--- src/rtl/cnn_ctrl_pkg.sv ---
`default_nettype none
// ============================================================================
// cnn_ctrl_pkg : state encoding and default sizing for the CNN tile sequencer
// Revision     : 1.0
// ============================================================================
package cnn_ctrl_pkg;

  localparam int DEF_CH_W    = 4;
  localparam int DEF_TILE_W  = 8;
  localparam int DEF_TIMEOUT = 1023;
  localparam int DEF_TO_W    = 10;

  typedef enum logic [2:0] {
    ST_IDLE      = 3'd0,
    ST_LOAD      = 3'd1,
    ST_COMPUTE   = 3'd2,
    ST_WAIT_MAC  = 3'd3,
    ST_WRITEBACK = 3'd4,
    ST_FINISH    = 3'd5,
    ST_ERROR     = 3'd6
  } state_e;

  // States that block on an external handshake and are policed by the watchdog
  function automatic logic is_wait_state(input state_e s);
    return (s == ST_LOAD) || (s == ST_WAIT_MAC) || (s == ST_WRITEBACK);
  endfunction

endpackage
`default_nettype wire

--- src/rtl/cnn_watchdog.sv ---
`default_nettype none
// ============================================================================
// cnn_watchdog : counts consecutive cycles without a handshake; expire fires
//                in the TIMEOUT-th such cycle
// Revision     : 1.0
// ============================================================================
module cnn_watchdog #(
  parameter int TIMEOUT = 1023,
  parameter int TO_W    = 10
) (
  input  logic clk,
  input  logic rst,
  input  logic clear,
  input  logic enable,
  output logic expire
);

  localparam logic [TO_W-1:0] C_LIMIT = TO_W'(TIMEOUT - 1);
  localparam logic [TO_W-1:0] C_ONE   = TO_W'(1);

  logic [TO_W-1:0] cnt_q;
  logic [TO_W-1:0] cnt_d;

  assign expire = enable && (cnt_q == C_LIMIT);

  always_comb begin
    cnt_d = cnt_q;
    if (clear) begin
      cnt_d = '0;
    end else if (enable) begin
      cnt_d = cnt_q + C_ONE;
    end
  end

  always_ff @(posedge clk) begin
    if (!rst) begin
      cnt_q <= '0;
    end else begin
      cnt_q <= cnt_d;
    end
  end

endmodule
`default_nettype wire

--- src/rtl/cnn_tile_sequencer.sv ---
`default_nettype none
// ============================================================================
// cnn_tile_sequencer : per-layer LOAD/MAC/WRITEBACK sequencing over tiles and
//                      input channels, with abort and handshake watchdog
// Revision           : 1.0
// ============================================================================
module cnn_tile_sequencer
  import cnn_ctrl_pkg::*;
#(
  parameter int CH_W    = DEF_CH_W,
  parameter int TILE_W  = DEF_TILE_W,
  parameter int TIMEOUT = DEF_TIMEOUT,
  parameter int TO_W    = DEF_TO_W
) (
  input  logic              clk,
  input  logic              rst,
  input  logic              start,
  input  logic              abort,
  input  logic [CH_W-1:0]   cfg_num_ch,
  input  logic [TILE_W-1:0] cfg_num_tiles,
  input  logic              mem_ready,
  input  logic              mac_done,
  input  logic              fifo_empty,
  output logic              mem_read,
  output logic              mac_start,
  output logic              mac_clear,
  output logic              mem_write,
  output logic [CH_W-1:0]   ch_idx,
  output logic [TILE_W-1:0] tile_idx,
  output logic              busy,
  output logic              done,
  output logic              timeout_err
);

  localparam logic [CH_W-1:0]   C_CH_ONE   = CH_W'(1);
  localparam logic [TILE_W-1:0] C_TILE_ONE = TILE_W'(1);

  state_e              state_q, state_d;
  logic [CH_W-1:0]     ch_idx_q, ch_idx_d;
  logic [TILE_W-1:0]   tile_idx_q, tile_idx_d;
  logic [CH_W-1:0]     num_ch_q, num_ch_d;
  logic [TILE_W-1:0]   num_tiles_q, num_tiles_d;
  logic                timeout_err_q, timeout_err_d;
  logic                mem_read_q, mem_read_d;
  logic                mac_start_q, mac_start_d;
  logic                mac_clear_q, mac_clear_d;
  logic                mem_write_q, mem_write_d;
  logic                busy_q, busy_d;
  logic                done_q, done_d;

  logic wd_hs;
  logic wd_enable;
  logic wd_clear;
  logic wd_expire;

  always_comb begin
    wd_hs = 1'b0;
    case (state_q)
      ST_LOAD:      wd_hs = mem_ready;
      ST_WAIT_MAC:  wd_hs = mac_done;
      ST_WRITEBACK: wd_hs = fifo_empty;
      default:      wd_hs = 1'b0;
    endcase
  end

  assign wd_enable = is_wait_state(state_q) && !wd_hs;

  cnn_watchdog #(
    .TIMEOUT (TIMEOUT),
    .TO_W    (TO_W)
  ) u_watchdog (
    .clk    (clk),
    .rst    (rst),
    .clear  (wd_clear),
    .enable (wd_enable),
    .expire (wd_expire)
  );

  always_comb begin
    state_d       = state_q;
    ch_idx_d      = ch_idx_q;
    tile_idx_d    = tile_idx_q;
    num_ch_d      = num_ch_q;
    num_tiles_d   = num_tiles_q;
    timeout_err_d = timeout_err_q;

    case (state_q)
      ST_IDLE: begin
        if (start) begin
          timeout_err_d = 1'b0;
          if ((cfg_num_ch != '0) && (cfg_num_tiles != '0)) begin
            state_d     = ST_LOAD;
            num_ch_d    = cfg_num_ch;
            num_tiles_d = cfg_num_tiles;
            ch_idx_d    = '0;
            tile_idx_d  = '0;
          end else begin
            state_d = ST_FINISH;
          end
        end
      end
      ST_LOAD: begin
        if (wd_expire) begin
          state_d = ST_ERROR;
        end else if (mem_ready) begin
          state_d = ST_COMPUTE;
        end
      end
      ST_COMPUTE: begin
        state_d = ST_WAIT_MAC;
      end
      ST_WAIT_MAC: begin
        if (wd_expire) begin
          state_d = ST_ERROR;
        end else if (mac_done) begin
          if (ch_idx_q == (num_ch_q - C_CH_ONE)) begin
            state_d = ST_WRITEBACK;
          end else begin
            ch_idx_d = ch_idx_q + C_CH_ONE;
            state_d  = ST_LOAD;
          end
        end
      end
      ST_WRITEBACK: begin
        if (wd_expire) begin
          state_d = ST_ERROR;
        end else if (fifo_empty) begin
          if (tile_idx_q == (num_tiles_q - C_TILE_ONE)) begin
            state_d = ST_FINISH;
          end else begin
            tile_idx_d = tile_idx_q + C_TILE_ONE;
            ch_idx_d   = '0;
            state_d    = ST_LOAD;
          end
        end
      end
      ST_FINISH: state_d = ST_IDLE;
      ST_ERROR:  state_d = ST_IDLE;
      default:   state_d = ST_IDLE;
    endcase

    // Abort outranks both the watchdog and any handshake seen this cycle
    if (abort && (state_q != ST_IDLE)) begin
      state_d    = ST_IDLE;
      ch_idx_d   = ch_idx_q;
      tile_idx_d = tile_idx_q;
    end

    if (state_d == ST_ERROR) begin
      timeout_err_d = 1'b1;
    end

    // Every entry into a wait state comes from a different state
    wd_clear = (state_d != state_q);

    mem_read_d  = (state_d == ST_LOAD);
    mac_start_d = (state_d == ST_COMPUTE);
    mac_clear_d = (state_d == ST_COMPUTE) && (ch_idx_d == '0);
    mem_write_d = (state_d == ST_WRITEBACK);
    busy_d      = (state_d != ST_IDLE);
    done_d      = (state_d == ST_FINISH);
  end

  always_ff @(posedge clk) begin
    if (!rst) begin
      state_q       <= ST_IDLE;
      ch_idx_q      <= '0;
      tile_idx_q    <= '0;
      num_ch_q      <= '0;
      num_tiles_q   <= '0;
      timeout_err_q <= 1'b0;
      mem_read_q    <= 1'b0;
      mac_start_q   <= 1'b0;
      mac_clear_q   <= 1'b0;
      mem_write_q   <= 1'b0;
      busy_q        <= 1'b0;
      done_q        <= 1'b0;
    end else begin
      state_q       <= state_d;
      ch_idx_q      <= ch_idx_d;
      tile_idx_q    <= tile_idx_d;
      num_ch_q      <= num_ch_d;
      num_tiles_q   <= num_tiles_d;
      timeout_err_q <= timeout_err_d;
      mem_read_q    <= mem_read_d;
      mac_start_q   <= mac_start_d;
      mac_clear_q   <= mac_clear_d;
      mem_write_q   <= mem_write_d;
      busy_q        <= busy_d;
      done_q        <= done_d;
    end
  end

  assign mem_read    = mem_read_q;
  assign mac_start   = mac_start_q;
  assign mac_clear   = mac_clear_q;
  assign mem_write   = mem_write_q;
  assign ch_idx      = ch_idx_q;
  assign tile_idx    = tile_idx_q;
  assign busy        = busy_q;
  assign done        = done_q;
  assign timeout_err = timeout_err_q;

endmodule
`default_nettype wire
--- config.mk ---
export PLATFORM = sky130hd
export DESIGN_NAME = cnn_tile_sequencer
export DESIGN_NICKNAME = d
export VERILOG_FILES = /design/src/rtl/cnn_ctrl_pkg.sv /design/src/rtl/cnn_watchdog.sv /design/src/rtl/cnn_tile_sequencer.sv
export SDC_FILE = /design/constraint.sdc
export NUM_CORES = 1
export LEC_CHECK = 0
export CAP_MARGIN = 20
export CORE_MARGIN = 2
export CORE_UTILIZATION = 50
export CTS_CLUSTER_SIZE = 14
export DETAILED_ROUTE_END_ITERATION = 8
export DONT_BUFFER_PORTS = 1
export MAX_ROUTING_LAYER = met4
export PLACE_DENSITY = 0.63
export SYNTH_ARGS = -nofsm -noshare
export SYNTH_HDL_FRONTEND = slang
export SYNTH_SLANG_ARGS = --single-unit
export TNS_END_PERCENT = 50
--- constraint.sdc ---
create_clock -name clk -period 2.6 [get_ports clk]
set_input_delay 0.26 -clock clk [delete_from_list [all_inputs] [get_ports clk]]
set_output_delay 0.26 -clock clk [all_outputs]
set_load 0.02 [all_outputs]
==> impl_metrics.yaml, run 1 <==
power_and_ir_drop:
  p_per_area_mw_per_mm2: 495
  peakVddDrop_mv: 0.360
  leakage_nw: 1.05
sta:
  max_clock_freq_ghz: 0.425
  final-setup-viol-count: 0
  hold_violations: 0
  finClkSkew_ns: 0.00693
  worst_slew_pin_slew_ns: 0.562
  min_period_over_period: 0.904
  fin_crit_ns: 2.35
  fin_tns_setup_ns: 0
  rsz0062_at_grt: "false"
  drv_slew: 0
  relSlewSlack: 0.624
setup_path:
  cp-start-kind: "flop"
  end_kind: "flop"
  worstPathRequired_ns: 2.82
  worst-setup-path-type: "reg2reg"
  r2r-start: "num_tiles_q[1]"
  crit_fanout: 10
  reg2regPathDepth: 10
  critPathLaunch: "num_tiles_q[1]"
  r2r_setup_slack_ns: 0.25
  crit_arrival_ns: 2.57
synth:
  syn_area_mm2: 0.00264
  seq_area_frac_synth: 0.334
  ys_types: 53
  yosysWarnings: 0
  synthArstFlopShare: 0
  syn_avg_cell_area_um2: 8.70
  synthesis.nets: 328
  ys.flop_type: "dfxtp_1"
  synth-seq-cells: 44
  synth_edf_count: 0
  syn_inst: 303
floorplanning:
  die_h_um: 76.6
  rows: 26
  initial_utilization: 0.516
  die_area_mm2: 0.00587
  die_x_um: 76.6
  core-area_mm2: 0.00511
  num_io_pins: 38
routing:
  first_iter_violations: 94
  drc: 0
  ant_nets: 0
  wl_per_cell_um: 14.4
  drt-total-wl_mm: 5.53
  avgViaCountPerCell: 5.66
  vias: 2174
  drt_first_pass_iters: 4
finish:
  final_cell_area_mm2: 0.00288
  final_cell_mix: "nor2_1, dfxtp_1, buf_4, a21oi_1, xnor2_1"
  diodes: 0
  nets: 339
  syn_to_final_growth_pct: 9.16
  drive_gt1_frac: 0.162
hold_path:
  hp-class: "in2reg"
  hp-start: "rst"
  hold_path_depth: 1
global_route:
  antenna_found_initial: 0
  grt_usage: 0.212
  grt_pass1_wl_mm: 9.86
  grt_max_degree: 20
  grt-ovfl-total: 0
  grt_pass1_vias: 2125
clock_network:
  postCtsHoldBufs: 0
  cts_tree: "built"
  ctsRootBufferMaster: "clkbuf_8"
  clkTransAtPathRegs_ns: 0.07
  worst_skew_pair.late_latency_ns: 0.30
  clockBufferDepth: 2
  htree_num_levels: 2
  cts_buffers: 5
  cts.sinks: 44
placement:
  dp_hpwl_mm: 4.23
  place_area_mm2: 0.00278
  port-buffer-count: 0
  globalplace.congestion: 0.808
run_status:
  outcome: "completed"
flow_run:
  maxCapViolCount: 0
==> stage by stage <==
stage	std cells	hold slack [ns]	power, mW	setup WS, ns	util
final	384	0.0851	1.42	0.249	0.563
after global routing	384	0.0744	1.51	0.0248	0.563
after CTS	384	0.0808	1.44	0.114	0.560
after detailed placement	377	0.395	1.03	0.122	0.545
after global placement	377	0.387	1.03	0.210	0.545
after floorplan	303	0.399	0.979	0.254	-
==> registers in the layout, summed over array words and instances (netlist names) <==
name              flops
busy                  1
mac_clear             1
done                  1
timeout_err           1
num_ch_q              4
tile_idx              8
u_watchdog.cnt_q     10
mem_write             1
state_q               3
ch_idx                4
mac_start             1
num_tiles_q           8
mem_read              1
==> per-layer routing <==
metal  vias up  part of all wire  GRT usage
li1       1107                 -          -
met3         7             0.046     0.0486
met4         0             0.011     0.0709
met2        57              0.47      0.331
met5         -                 0          -
met1      1003              0.48      0.271
==> what timing repair did <==
item | 4_1_cts | 5_1_grt
resized for setup | 0 | 4
buffers inserted | 0 | 0
setup endpoints to repair | 0 | 14
==> cells by family (layout without fill, tap and decap cells) <==
group / Yosys count / count (layout) / share of synthesized area
DFF: 44 / 44 / 0.334
and+or+nand+nor: 127 / 127 / 0.270
adders and majority gates: 7 / 7 / 0.0323
AOI/OAI and AO/OA: 63 / 63 / 0.189
buffers and inverters: 24 / 35 / 0.0442
muxes: 9 / 9 / 0.0342
xor gates and xnor gates: 29 / 29 / 0.0964
==> power by group <==
part / internal, mW / switching (mW)
Sequential: 0.701 / 0.0442
Clock: 0.183 / 0.220
Combinational: 0.120 / 0.155
==> synth_stat cells (7+ instances only) <==
master,instances,area (um^2)
a211oi_2,10,125
a21oi_1,17,85.1
nor2_1,44,165
nand4_1,7,43.8
and3_1,9,56.3
mux2i_1,9,90.1
xnor2_1,17,149
nand2_1,16,60.1
nand3_1,11,55.1
a31oi_1,7,43.8
o21ai_0,7,35.0
inv_1,10,37.5
dfxtp_1,44,881
xor2_1,12,105
==> layout make-up <==
class / count / area, um^2
clock buffer: 6 / 72.6
timing repair buffer: 18 / 135
multi-input combinational: 235 / 1660
clock inverter: 1 / 5.00
fill: 500 / 2230
sequential: 44 / 881
tap: 70 / 87.6
inverter: 10 / 37.5
==> critical path: stages, from the launching register on <==
cell and delay [ns]:
dfxtp_1 0.40, inv_1 0.09, ha_2 0.23, o21bai_1 0.19
a211oi_2 0.26, o21ai_2 0.11, a211oi_4 0.32, nor4_4 0.10
nand2b_1 0.16, buf_4 0.20, a211oi_2 0.22
==> final timing paths <==
path / end
min reg2reg: num_ch_q[3]
max reg2reg: u_watchdog.cnt_q[2]
max: u_watchdog.cnt_q[2]
min: ch_idx[2]
No activity file was read; power rests on OpenSTA's default activity.
==> inputs of run 2 (changes only) <==
==> constraint.sdc (replaced) <==
create_clock -name clk -period 2.5 [get_ports clk]
set_input_delay 0.25 -clock clk [delete_from_list [all_inputs] [get_ports clk]]
set_output_delay 0.25 -clock clk [all_outputs]
set_load 0.02 [all_outputs]
==> impl_metrics.yaml, run 2 (synthesis results as in run 1) <==
run_status:
  outcome: "completed"
floorplanning:
  core-area_mm2: 0.00511
  die_area_mm2: 0.00587
  die_h_um: 76.6
  initial_utilization: 0.516
  rows: 26
  die_x_um: 76.6
  num_io_pins: 38
routing:
  drt_first_pass_iters: 4
  drc: 0
  vias: 2162
  ant_nets: 0
  drt-total-wl_mm: 5.68
  avgViaCountPerCell: 5.53
  wl_per_cell_um: 14.5
  first_iter_violations: 148
power_and_ir_drop:
  peakVddDrop_mv: 0.400
  report.power.total_mw: 1.53
  p_per_area_mw_per_mm2: 521
  leakage_nw: 1.08
placement:
  dp_hpwl_mm: 4.34
  place_area_mm2: 0.00283
  globalplace.congestion: 0.783
  port-buffer-count: 0
clock_network:
  post_cts_resized: 0
  post-cts-setup-buffers: 0
  worst_skew_pair.late_latency_ns: 0.30
  clkTransAtPathRegs_ns: 0.08
  cts_tree: "built"
  clockBufferDepth: 2
  postCtsHoldBufs: 0
  ctsRootBufferMaster: "clkbuf_8"
  htree_num_levels: 2
  cts.sinks: 44
  cts_buffers: 5
sta:
  min_period_over_period: 0.929
  drv_slew: 0
  worst_slew_pin_slew_ns: 0.566
  finClkSkew_ns: 0.00348
  relSlewSlack: 0.621
  hold_violations: 0
  rsz0062_at_grt: "false"
  final-setup-viol-count: 0
  holdWs_ns: 0.0667
  fin_tns_setup_ns: 0
  fin_crit_ns: 2.32
  max_clock_freq_ghz: 0.430
global_route:
  grt_max_degree: 20
  grt_pass1_wl_mm: 9.87
  grt-ovfl-total: 0
  antenna_found_initial: 0
  grt_pass1_vias: 2103
  grt_usage: 0.212
setup_path:
  worst-setup-path-type: "reg2reg"
  crit_fanout: 10
  worstPathRequired_ns: 2.72
  crit_arrival_ns: 2.54
  cp-start-kind: "flop"
  end_kind: "flop"
finish:
  fill_cells: 488
  diodes: 0
  syn_to_final_growth_pct: 11.5
  nets: 345
  final_cell_area_mm2: 0.00294
  largest_register_ffs: 10
  multi_input_area_mm2: 0.00166
  regArea_um2: 881
  final_cell_mix: "nor2_1, dfxtp_1, buf_4, a21oi_1, xnor2_1"
  top_register: "u_watchdog.cnt_q"
  drive_gt1_frac: 0.178
hold_path:
  hp-class: "in2reg"
flow_run:
  maxCapViolCount: 0
-- run 2: final timing paths --
| path | from | end | slack (ns) | cells after the start |
|---|---|---|---|---|
| worst min-delay path | rst | mem_write | 0.07 | 2 |
| worst max-delay path | num_tiles_q[0] | u_watchdog.cnt_q[7] | 0.18 | 10 |
| worst max register to register | num_tiles_q[0] | u_watchdog.cnt_q[7] | 0.18 | 10 |
| worst min register to register | num_ch_q[3] | num_ch_q[3] | 0.52 | 2 |
-- run 2: per-stage QoR --
step,instances,util,setup slack [ns]
after global placement,383,0.553,0.184
after CTS,391,0.571,0.0843
after global routing,391,0.575,0.00752
after floorplan,303,-,0.154
after detailed placement,383,0.553,0.107
final,391,0.575,0.176
-- run 2: per-layer routing --
metal / GRT usage / vias to the layer above / part of all wire
met5: - / - / 0
met4: 0.0691 / 0 / 0.010
met3: 0.0438 / 5 / 0.053
met2: 0.329 / 41 / 0.47
met1: 0.277 / 993 / 0.47
li1: - / 1123 / -
-- run 2: layout make-up --
type,count,area share
Multi-Input combinational cell,235,0.566
Sequential cell,44,0.300
Timing Repair Buffer,24,0.0613
Clock buffer,8,0.0307
Tap cell,70,0.0298
Inverter,10,0.0128
-- run 2: report_power, final --
part           total [mW]  switching [mW]  internal, mW
logic               0.302           0.171         0.131
registers           0.767          0.0380         0.729
clock network       0.463           0.238         0.226
-- run 2: critical path: stages (launching register included) --
cell	delay, ns
dfxtp_1	0.33
inv_1	0.06
ha_2	0.24
o21ba_1	0.20
a221oi_2	0.30
a41oi_2	0.09
a211oi_4	0.34
nor4_4	0.08
nand2b_1	0.16
buf_4	0.20
a211oi_2	0.24
